===== config.mk =====
export PLATFORM = sky130hd
export DESIGN_NAME = seg_mux_display_flat
export DESIGN_NICKNAME = d
export VERILOG_FILES = /design/src/rtl/seg_mux_display_if.sv /design/src/rtl/seg_mux_display.sv /design/src/flat_wrapper.sv
export SDC_FILE = /design/constraint.sdc
export NUM_CORES = 1
export LEC_CHECK = 0
export ABC_AREA = 0
export CORE_MARGIN = 8
export CORE_UTILIZATION = 35
export CTS_CLUSTER_DIAMETER = 100
export CTS_CLUSTER_SIZE = 40
export DETAILED_ROUTE_END_ITERATION = 16
export PLACE_DENSITY = 0.53
export SLEW_MARGIN = 5
export SYNTH_ARGS = -nofsm -noshare
export SYNTH_HDL_FRONTEND = slang
export SYNTH_SLANG_ARGS = --single-unit

===== constraint.sdc =====
create_clock -name clk -period 2.1 [get_ports clk]
set_input_delay 0.315 -clock clk [delete_from_list [all_inputs] [get_ports clk]]
set_output_delay 0.315 -clock clk [all_outputs]
set_load 0.02 [all_outputs]

===== src/rtl/seg_mux_display_if.sv =====
// Display bus between the switch/keypad logic and the multiplexed seven-segment driver.
// The master drives digit data and masks; the slave returns segment, anode and frame timing.
interface seg_mux_display_if #(
  parameter int NUM_DIGITS = 2
);
  logic [4*NUM_DIGITS-1:0] digits;
  logic [NUM_DIGITS-1:0]   dp_in;
  logic [NUM_DIGITS-1:0]   blank_mask;
  logic [NUM_DIGITS-1:0]   blink_mask;
  logic [6:0]              seg;
  logic                    dp;
  logic [NUM_DIGITS-1:0]   an;
  logic                    frame_tick;

  modport master (
    output digits, dp_in, blank_mask, blink_mask,
    input  seg, dp, an, frame_tick
  );

  modport slave (
    input  digits, dp_in, blank_mask, blink_mask,
    output seg, dp, an, frame_tick
  );
endinterface


===== src/rtl/seg_mux_display.sv =====
// Time-multiplexed hex driver for common-anode seven-segment digits on a shared segment bus,
// with frame-synchronous shadowing of digit data, dead time between slots, blank and blink masks.
module seg_mux_display #(
  parameter int NUM_DIGITS   = 2,
  parameter int REFRESH_DIV  = 24000,
  parameter int DEAD_CYCLES  = 48,
  parameter int BLINK_FRAMES = 128,
  parameter int SEG_ACT_LOW  = 1,
  parameter int AN_ACT_LOW   = 1
) (
  input  logic              clk,
  input  logic              reset_n,
  seg_mux_display_if.slave  disp
);

  localparam int CNT_W  = $clog2(REFRESH_DIV);
  localparam int IDX_W  = (NUM_DIGITS > 1) ? $clog2(NUM_DIGITS) : 1;
  localparam int BCNT_W = (BLINK_FRAMES > 1) ? $clog2(BLINK_FRAMES) : 1;

  logic [CNT_W-1:0]        cnt;
  logic [IDX_W-1:0]        idx;
  logic [BCNT_W-1:0]       bcnt;
  logic                    bph;
  logic [4*NUM_DIGITS-1:0] shadow_digits;
  logic [NUM_DIGITS-1:0]   shadow_dp;

  logic [6:0]              seg_q;
  logic                    dp_q;
  logic [NUM_DIGITS-1:0]   an_q;

  logic                    slot_end;
  logic                    frame_end;
  logic                    dark;
  logic [3:0]              nibble;
  logic [NUM_DIGITS-1:0]   an_sel;

  function automatic logic [6:0] seg_decode(input logic [3:0] v);
    logic [6:0] p;
    case (v)
      4'h0: p = 7'h3F;
      4'h1: p = 7'h06;
      4'h2: p = 7'h5B;
      4'h3: p = 7'h4F;
      4'h4: p = 7'h66;
      4'h5: p = 7'h6D;
      4'h6: p = 7'h7D;
      4'h7: p = 7'h07;
      4'h8: p = 7'h7F;
      4'h9: p = 7'h6F;
      4'hA: p = 7'h77;
      4'hB: p = 7'h7C;
      4'hC: p = 7'h39;
      4'hD: p = 7'h5E;
      4'hE: p = 7'h79;
      4'hF: p = 7'h71;
    endcase
    return p;
  endfunction

  assign slot_end  = (cnt == CNT_W'(REFRESH_DIV - 1));
  assign frame_end = slot_end && (idx == IDX_W'(NUM_DIGITS - 1));
  assign dark      = disp.blank_mask[idx] | (disp.blink_mask[idx] & bph);
  assign nibble    = shadow_digits[idx*4 +: 4];

  always_comb begin
    an_sel      = '0;
    an_sel[idx] = 1'b1;
  end

  always_ff @(posedge clk or negedge reset_n) begin
    if (!reset_n) begin
      cnt <= '0;
      idx <= '0;
    end else if (slot_end) begin
      cnt <= '0;
      idx <= (idx == IDX_W'(NUM_DIGITS - 1)) ? '0 : idx + 1'b1;
    end else begin
      cnt <= cnt + 1'b1;
    end
  end

  // Digit data is only taken at frame end so every digit of a frame shows the same snapshot.
  always_ff @(posedge clk or negedge reset_n) begin
    if (!reset_n) begin
      shadow_digits <= '0;
      shadow_dp     <= '0;
      bcnt          <= '0;
      bph           <= 1'b0;
    end else if (frame_end) begin
      shadow_digits <= disp.digits;
      shadow_dp     <= disp.dp_in;
      if (bcnt == BCNT_W'(BLINK_FRAMES - 1)) begin
        bcnt <= '0;
        bph  <= ~bph;
      end else begin
        bcnt <= bcnt + 1'b1;
      end
    end
  end

  // Segments switch only at slot start, while the anodes are held off by the dead time.
  always_ff @(posedge clk or negedge reset_n) begin
    if (!reset_n) begin
      seg_q <= '0;
      dp_q  <= 1'b0;
      an_q  <= '0;
    end else begin
      if (cnt == '0) begin
        seg_q <= dark ? 7'h00 : seg_decode(nibble);
        dp_q  <= ~dark & shadow_dp[idx];
      end
      an_q <= (cnt >= CNT_W'(DEAD_CYCLES) && !dark) ? an_sel : '0;
    end
  end

  assign disp.seg        = (SEG_ACT_LOW != 0) ? ~seg_q : seg_q;
  assign disp.dp         = (SEG_ACT_LOW != 0) ? ~dp_q : dp_q;
  assign disp.an         = (AN_ACT_LOW != 0) ? ~an_q : an_q;
  assign disp.frame_tick = frame_end;

endmodule


===== src/flat_wrapper.sv =====
// flat-port wrapper written by rule: the top's interface ports become plain ports
module seg_mux_display_flat 
#(
  parameter int NUM_DIGITS   = 2,
  parameter int REFRESH_DIV  = 24000,
  parameter int DEAD_CYCLES  = 48,
  parameter int BLINK_FRAMES = 128,
  parameter int SEG_ACT_LOW  = 1,
  parameter int AN_ACT_LOW   = 1
)
  (clk, reset_n, disp_digits, disp_dp_in, disp_blank_mask, disp_blink_mask, disp_seg, disp_dp, disp_an, disp_frame_tick);
  seg_mux_display_if #(.NUM_DIGITS(NUM_DIGITS)) disp_i ();
  input  logic clk;
  input  logic reset_n;
  input wire logic [$bits(disp_i.digits)-1:0] disp_digits;
  input wire logic [$bits(disp_i.dp_in)-1:0] disp_dp_in;
  input wire logic [$bits(disp_i.blank_mask)-1:0] disp_blank_mask;
  input wire logic [$bits(disp_i.blink_mask)-1:0] disp_blink_mask;
  output wire logic [$bits(disp_i.seg)-1:0] disp_seg;
  output wire logic [$bits(disp_i.dp)-1:0] disp_dp;
  output wire logic [$bits(disp_i.an)-1:0] disp_an;
  output wire logic [$bits(disp_i.frame_tick)-1:0] disp_frame_tick;
  assign disp_i.digits = disp_digits;
  assign disp_i.dp_in = disp_dp_in;
  assign disp_i.blank_mask = disp_blank_mask;
  assign disp_i.blink_mask = disp_blink_mask;
  assign disp_seg = disp_i.seg;
  assign disp_dp = disp_i.dp;
  assign disp_an = disp_i.an;
  assign disp_frame_tick = disp_i.frame_tick;
  seg_mux_display #(.NUM_DIGITS(NUM_DIGITS), .REFRESH_DIV(REFRESH_DIV), .DEAD_CYCLES(DEAD_CYCLES), .BLINK_FRAMES(BLINK_FRAMES), .SEG_ACT_LOW(SEG_ACT_LOW), .AN_ACT_LOW(AN_ACT_LOW)) u_core (.clk(clk), .reset_n(reset_n), .disp(disp_i));
endmodule

# Word-level counts from Yosys, hierarchy flattened
# Memories as Yosys holds them, arrays and structs flattened.
# Cells that the tools add are included.
# totals
register_bits	44
mem_bits_ro	112
out_inout_bits	11
wordCells	46
n_memories	1
# memory_table
name	words	width	read_ports	rd_clocked_by_memory_dff	write_ports	line_no	rtl
(no name shown)	16	7	1	0	0	seg_mux_display.sv:39	case (v)
# op_classes
add_sub_neg	3
order_cmp	3
eq_ne	2
shift	1
n_mux	13
bitwise	8
n_reduce_logical	6
# ops
operator	n
15-bit by 1-bit adder with 15-bit output, second input constant	1
15-bit == test, second input constant	1
15-bit by 6-bit >= comparator with 1-bit output, second input constant	1
15-bit zero test	1
15-bit two-way mux	1
7-bit two-way mux	2
1-bit two-way mux	8
8-bit by 4-bit indexed part select with 4-bit output	1
7-bit by 1-bit adder with 7-bit output, second input constant	1
7-bit == test, second input constant	1
7-bit NOT	1
1-bit logical AND	3
1-bit NOT	3
1-bit AND	2
1-bit by 2-bit less-than comparator with 1-bit output, second input constant	1
2-bit two-way mux	1
2-bit NOT	1
2-bit AND reduction	1
1-bit adder, second input constant	1
1-bit demux with 1-bit select	1
1-bit >= comparator, second input constant	1
1-bit zero test	1
1-bit OR	1

# Depth between registers and ports, before layout
# depth
word_depth	7
ltp_mapped	8

# Worst setup path before layout
# Ideal clock, no wire load.
# synth_path
kind	flip-flop to flip-flop
startpoint	register u_core.cnt[0]
endpoint	register u_core.seg_q[1]
setup_time_ns	0.092
arrival_ns	2.108
required_time_ns	2.008
slack_ns	-0.100
path_stages_with_launch	8
path_buffers	1
synth_period_minus_slack_ns	2.200
cell_sequence	dfrtp_1 -> inv_1 -> ha_1 -> or4b_2 -> or4_4 -> buf_6 -> a21o_4 -> o31ai_2
# synth_via
elab_chain_len	1
# synth_lines
item	line_no	rtl
from (decl)	seg_mux_display.sv:20	logic [CNT_W-1:0] cnt;
from (signal assigned)	seg_mux_display.sv:78	cnt <= cnt + 1'b1;
15-bit zero test	seg_mux_display.sv:108	if (cnt == '0) begin
to (signal assigned)	seg_mux_display.sv:109	seg_q <= dark ? 7'h00 : seg_decode(nibble);
to (decl)	seg_mux_display.sv:27	logic [6:0] seg_q;
# No other way between the ends.
# A chain may end at the register's enable or synchronous reset.

# Worst setup path after layout
# Same ends and word-level chain as after synthesis.

==> metrics.md <==
| Metric | Value |
|---|---|
| Status | `completed` |
| Netlist cell types | `39` |
| WP data arrival | `2.28 ns` |
| Synth Area in Compound Gates | `0.07888` |
| Register area share after synthesis | `0.4754` |
| Syn. warnings | `0` |
| Clock tree from TritonCTS | `yes` |
| Most frequent cells after synthesis | `nand2_1 (56), dfrtp_1 (44), inv_1 (19), nor2_1 (16), o21ai_0 (12)` |
| Hold_sp | `u_core.bcnt[6]` |
| R2R depth | `6` |
| Antenna violations before repair | `0` |
| GRT Util Overall | `0.1094` |
| DR vias | `1830` |
| Mux contribution to synthesized area | `0.05781` |
| R2R Setup Slk | `0.03 ns` |
| Max VDD drop | `0.3221 mV` |
| Final #Nets | `320` |
| Final Hold Viols | `0` |
| Hold-critical path depth | `1` |
| Ranking of synthesized cells by area | `dfrtp_1 (48%), nand2_1 (9.1%), ha_1 (4.3%), mux2i_1 (4.3%), xnor2_1 (3.4%)` |
| Syn_area_per_cell | `9.339 um2` |
| Clock-pin slew on the worst setup and hold paths | `0.08 ns` |
| Main synth FF type | `dfrtp_1` |
| Post-synth EDFFs | `0` |
| Detailed Routing Iterations Pass 1 | `7` |
| Area share of fa/ha/maj cells after synthesis | `0.04322` |
| Post-synth top area cell | `dfrtp_1` |
| Share of cells above drive strength 1 | `0.1380` |
| Drt wl/cell | `13.52 um` |
| Xor-xnor portion of the synthesized cell area | `0.06051` |
| Post-synthesis cell area | `2316 um2` |
| Clk_skew | `0.006856 ns` |
| Num rows | `29` |
| Core area | `6386 um2` |
| Yosys top cell area share | `0.4754` |
| Critical path startpoint category | `flip-flop` |
| Crit path capture type | `flip-flop` |
| Root Buffer | `clkbuf_8` |
| Finished Layout Cells | `374` |
| Syn_nets | `272` |
| Initial core utilization | `0.3627` |
| PortBufs | `26` |
| RePlAce Congestion | `0.7594` |
| DRT iter0 DRCs | `51` |
| # DRC | `0` |
| Clock sinks | `44` |
| Fillers | `648` |
| Main combinational cell family by area after synthesis | `simple AND/OR/NAND/NOR gates` |
| Maxcap violations | `0` |
| Async set-reset flop share out of synthesis | `1.000` |
| Grt ovf | `0` |
| Worst r2r src | `u_core.cnt[0]` |
| Die width | `97.35 um` |
| Total I/O pin count | `27` |
| Final ANT Viol Nets | `0` |
| Post-Synthesis Cells | `248` |
| CTS Buf Count | `5` |
| Placed Cells | `364` |
| Max H-tree Level | `2` |
| Path type of the worst setup path | `flip-flop to flip-flop` |
| Fmax | `483.2 MHz` |
| Area Overhead vs Synth | `25.45%` |
| CP required | `2.31 ns` |
| Leakage | `1.341 nW` |
| Final period util | `0.9855` |
| Die area | `9476 um2` |
| CP max stage cell | `or4_4` |
| Setup total negative slack | `0 ns` |
| Post-Synth Simple-Gate Area | `0.2339` |
| Post-detail-place hpwl | `3.839 mm` |
| Number of global-route vias before repair | `1841` |
| Multi-input logic area | `1121 um2` |
| First-pass GRT wire length | `8.776 mm` |
| PD cells | `511.6 nW/um2` |
| R2R Path End | `u_core.seg_q[1]` |
| Largest stage delay, worst path | `0.51 ns` |
| HP Class | `flip-flop to flip-flop` |
| Most frequent cell after synthesis | `nand2_1` |
| RSZ-0062 raised after global routing | `true` |
| Count of final max-slew check failures | `0` |
| Worst skew pair latency | `0.29 ns` |
| DIE HEIGHT | `97.35 um` |
| Post-synthesis register bit count | `44` |
| Worst Tran Pin Value | `0.4484 ns` |
| Total Wirelength | `5.057 mm` |
| ANT cells | `0` |
| Final setup viols | `0` |
| Minimum clock period | `2.070 ns` |
| Largest net degree at the start of global routing | `21` |
| Slew Limit Headroom | `0.7011` |
| Via/cell ratio | `4.893` |
| Register Area | `1101 um2` |
| Clk buf depth | `2` |
| CP Max Fanout | `6` |
| Crit path cell chain | `inv_1 > ha_1 > or4b_4 > or4_4 > a21o_4 > o31ai_4` |
| WHS Endpoint | `u_core.bcnt[6]` |
==> critical path: cells and delay by family (launching register included) <==
family,cells,cell delay [ns]
compound gates,2,0.39
fa+ha+maj,1,0.16
buf+inv,1,0.07
flops,1,0.41
simple gates,2,0.96
==> worst max-delay path by stage <==
stage | to | from | cells past startpoint | slack, ns
finish | u_core.seg_q[1] | u_core.cnt[0] | 6 | 0.03
global route | u_core.seg_q[1] | u_core.cnt[0] | 7 | -0.07
CTS | u_core.seg_q[1] | u_core.cnt[0] | 6 | 0.003
detailed placement | disp_frame_tick | u_core.cnt[9] | 5 | 0.03
global placement | disp_frame_tick | u_core.cnt[9] | 5 | 0.04
floorplan | u_core.seg_q[1] | u_core.cnt[10] | 6 | 0.03
==> per-stage QoR <==
step	total power [mW]	util	hold slack, ns	setup slack (ns)	area (um2)
floorplan	0.8874	-	0.01941	0.02772	2325
global placement	0.9489	0.4359	0.2887	0.03577	2784
detailed placement	0.9499	0.4359	0.2989	0.02656	2784
CTS	1.503	0.4536	0.4694	0.003077	2897
global route	1.546	0.4549	0.4978	-0.07043	2905
finish	1.486	0.4549	0.4677	0.03035	2905
==> registers in the layout, indices dropped and copies added, names as in the netlist <==
signal                flops
u_core.cnt               15
u_core.idx                1
u_core.shadow_dp          2
u_core.bcnt               7
u_core.seg_q              7
u_core.bph                1
u_core.an_q               2
u_core.dp_q               1
u_core.shadow_digits      8
==> where the power goes <==
part	total [mW]	switching, mW	internal (mW)
registers	0.855	0.00288	0.852
logic	0.0766	0.0359	0.0408
clock network	0.555	0.287	0.268
==> cells in the final DEF (no fill, tap or decap), types with 2 or more instances in the layout <==
cell             netlist  layout
a211o_1                2       2
a21oi_1                3       3
a31oi_1                2       2
and3_1                 4       4
and4_1                 4       4
buf_2                  0       2
buf_4                  0      21
clkbuf_8               0       6
clkdlybuf4s50_1        0      24
dfrtp_1               44      44
ha_1                   8       8
inv_1                 19      19
mux2i_1               10       9
nand2_1               56      56
nand3_1                8       8
nand4_1                6       6
nor2_1                16      16
nor3_1                 5       5
nor4_1                 3       3
o21ai_0               12       8
o21ai_1                2       6
o31ai_1                2       2
or3_1                  3       3
or4_4                  2       2
xnor2_1                9       9
xor2_1                 7       7
==> kinds of logic after synthesis <==
| kind of cell | Yosys count |
|---|---|
| simple gates | 113 |
| mux | 12 |
| flops | 44 |
| compound gates | 28 |
| xor+xnor | 16 |
| fa+ha+maj | 8 |
| buf+inv | 27 |
==> timing repair <==
item	in CTS	in global routing
hold endpoints to repair	18	0
buffers inserted	1	0
endpoints found under the setup margin	2	9
hold buffers	1	0
resized for setup	3	8
pin swaps	0	2
==> metal layers <==
layer,track usage,part of all wire
met1,0.1423,0.50
met4,0.02797,0.0057
met3,0.03129,0.033
met2,0.1729,0.46
met5,0,0
==> layout make-up <==
class                      count  area share
multi-input combinational    177      0.3859
sequential                    44      0.3790
timing repair buffer          48      0.1438
tap                           77     0.03316
clock buffer                   7     0.02972
inverter                      20     0.02584
clock inverter                 1    0.002584
Note: power is estimated with default switching activity, not from simulation.
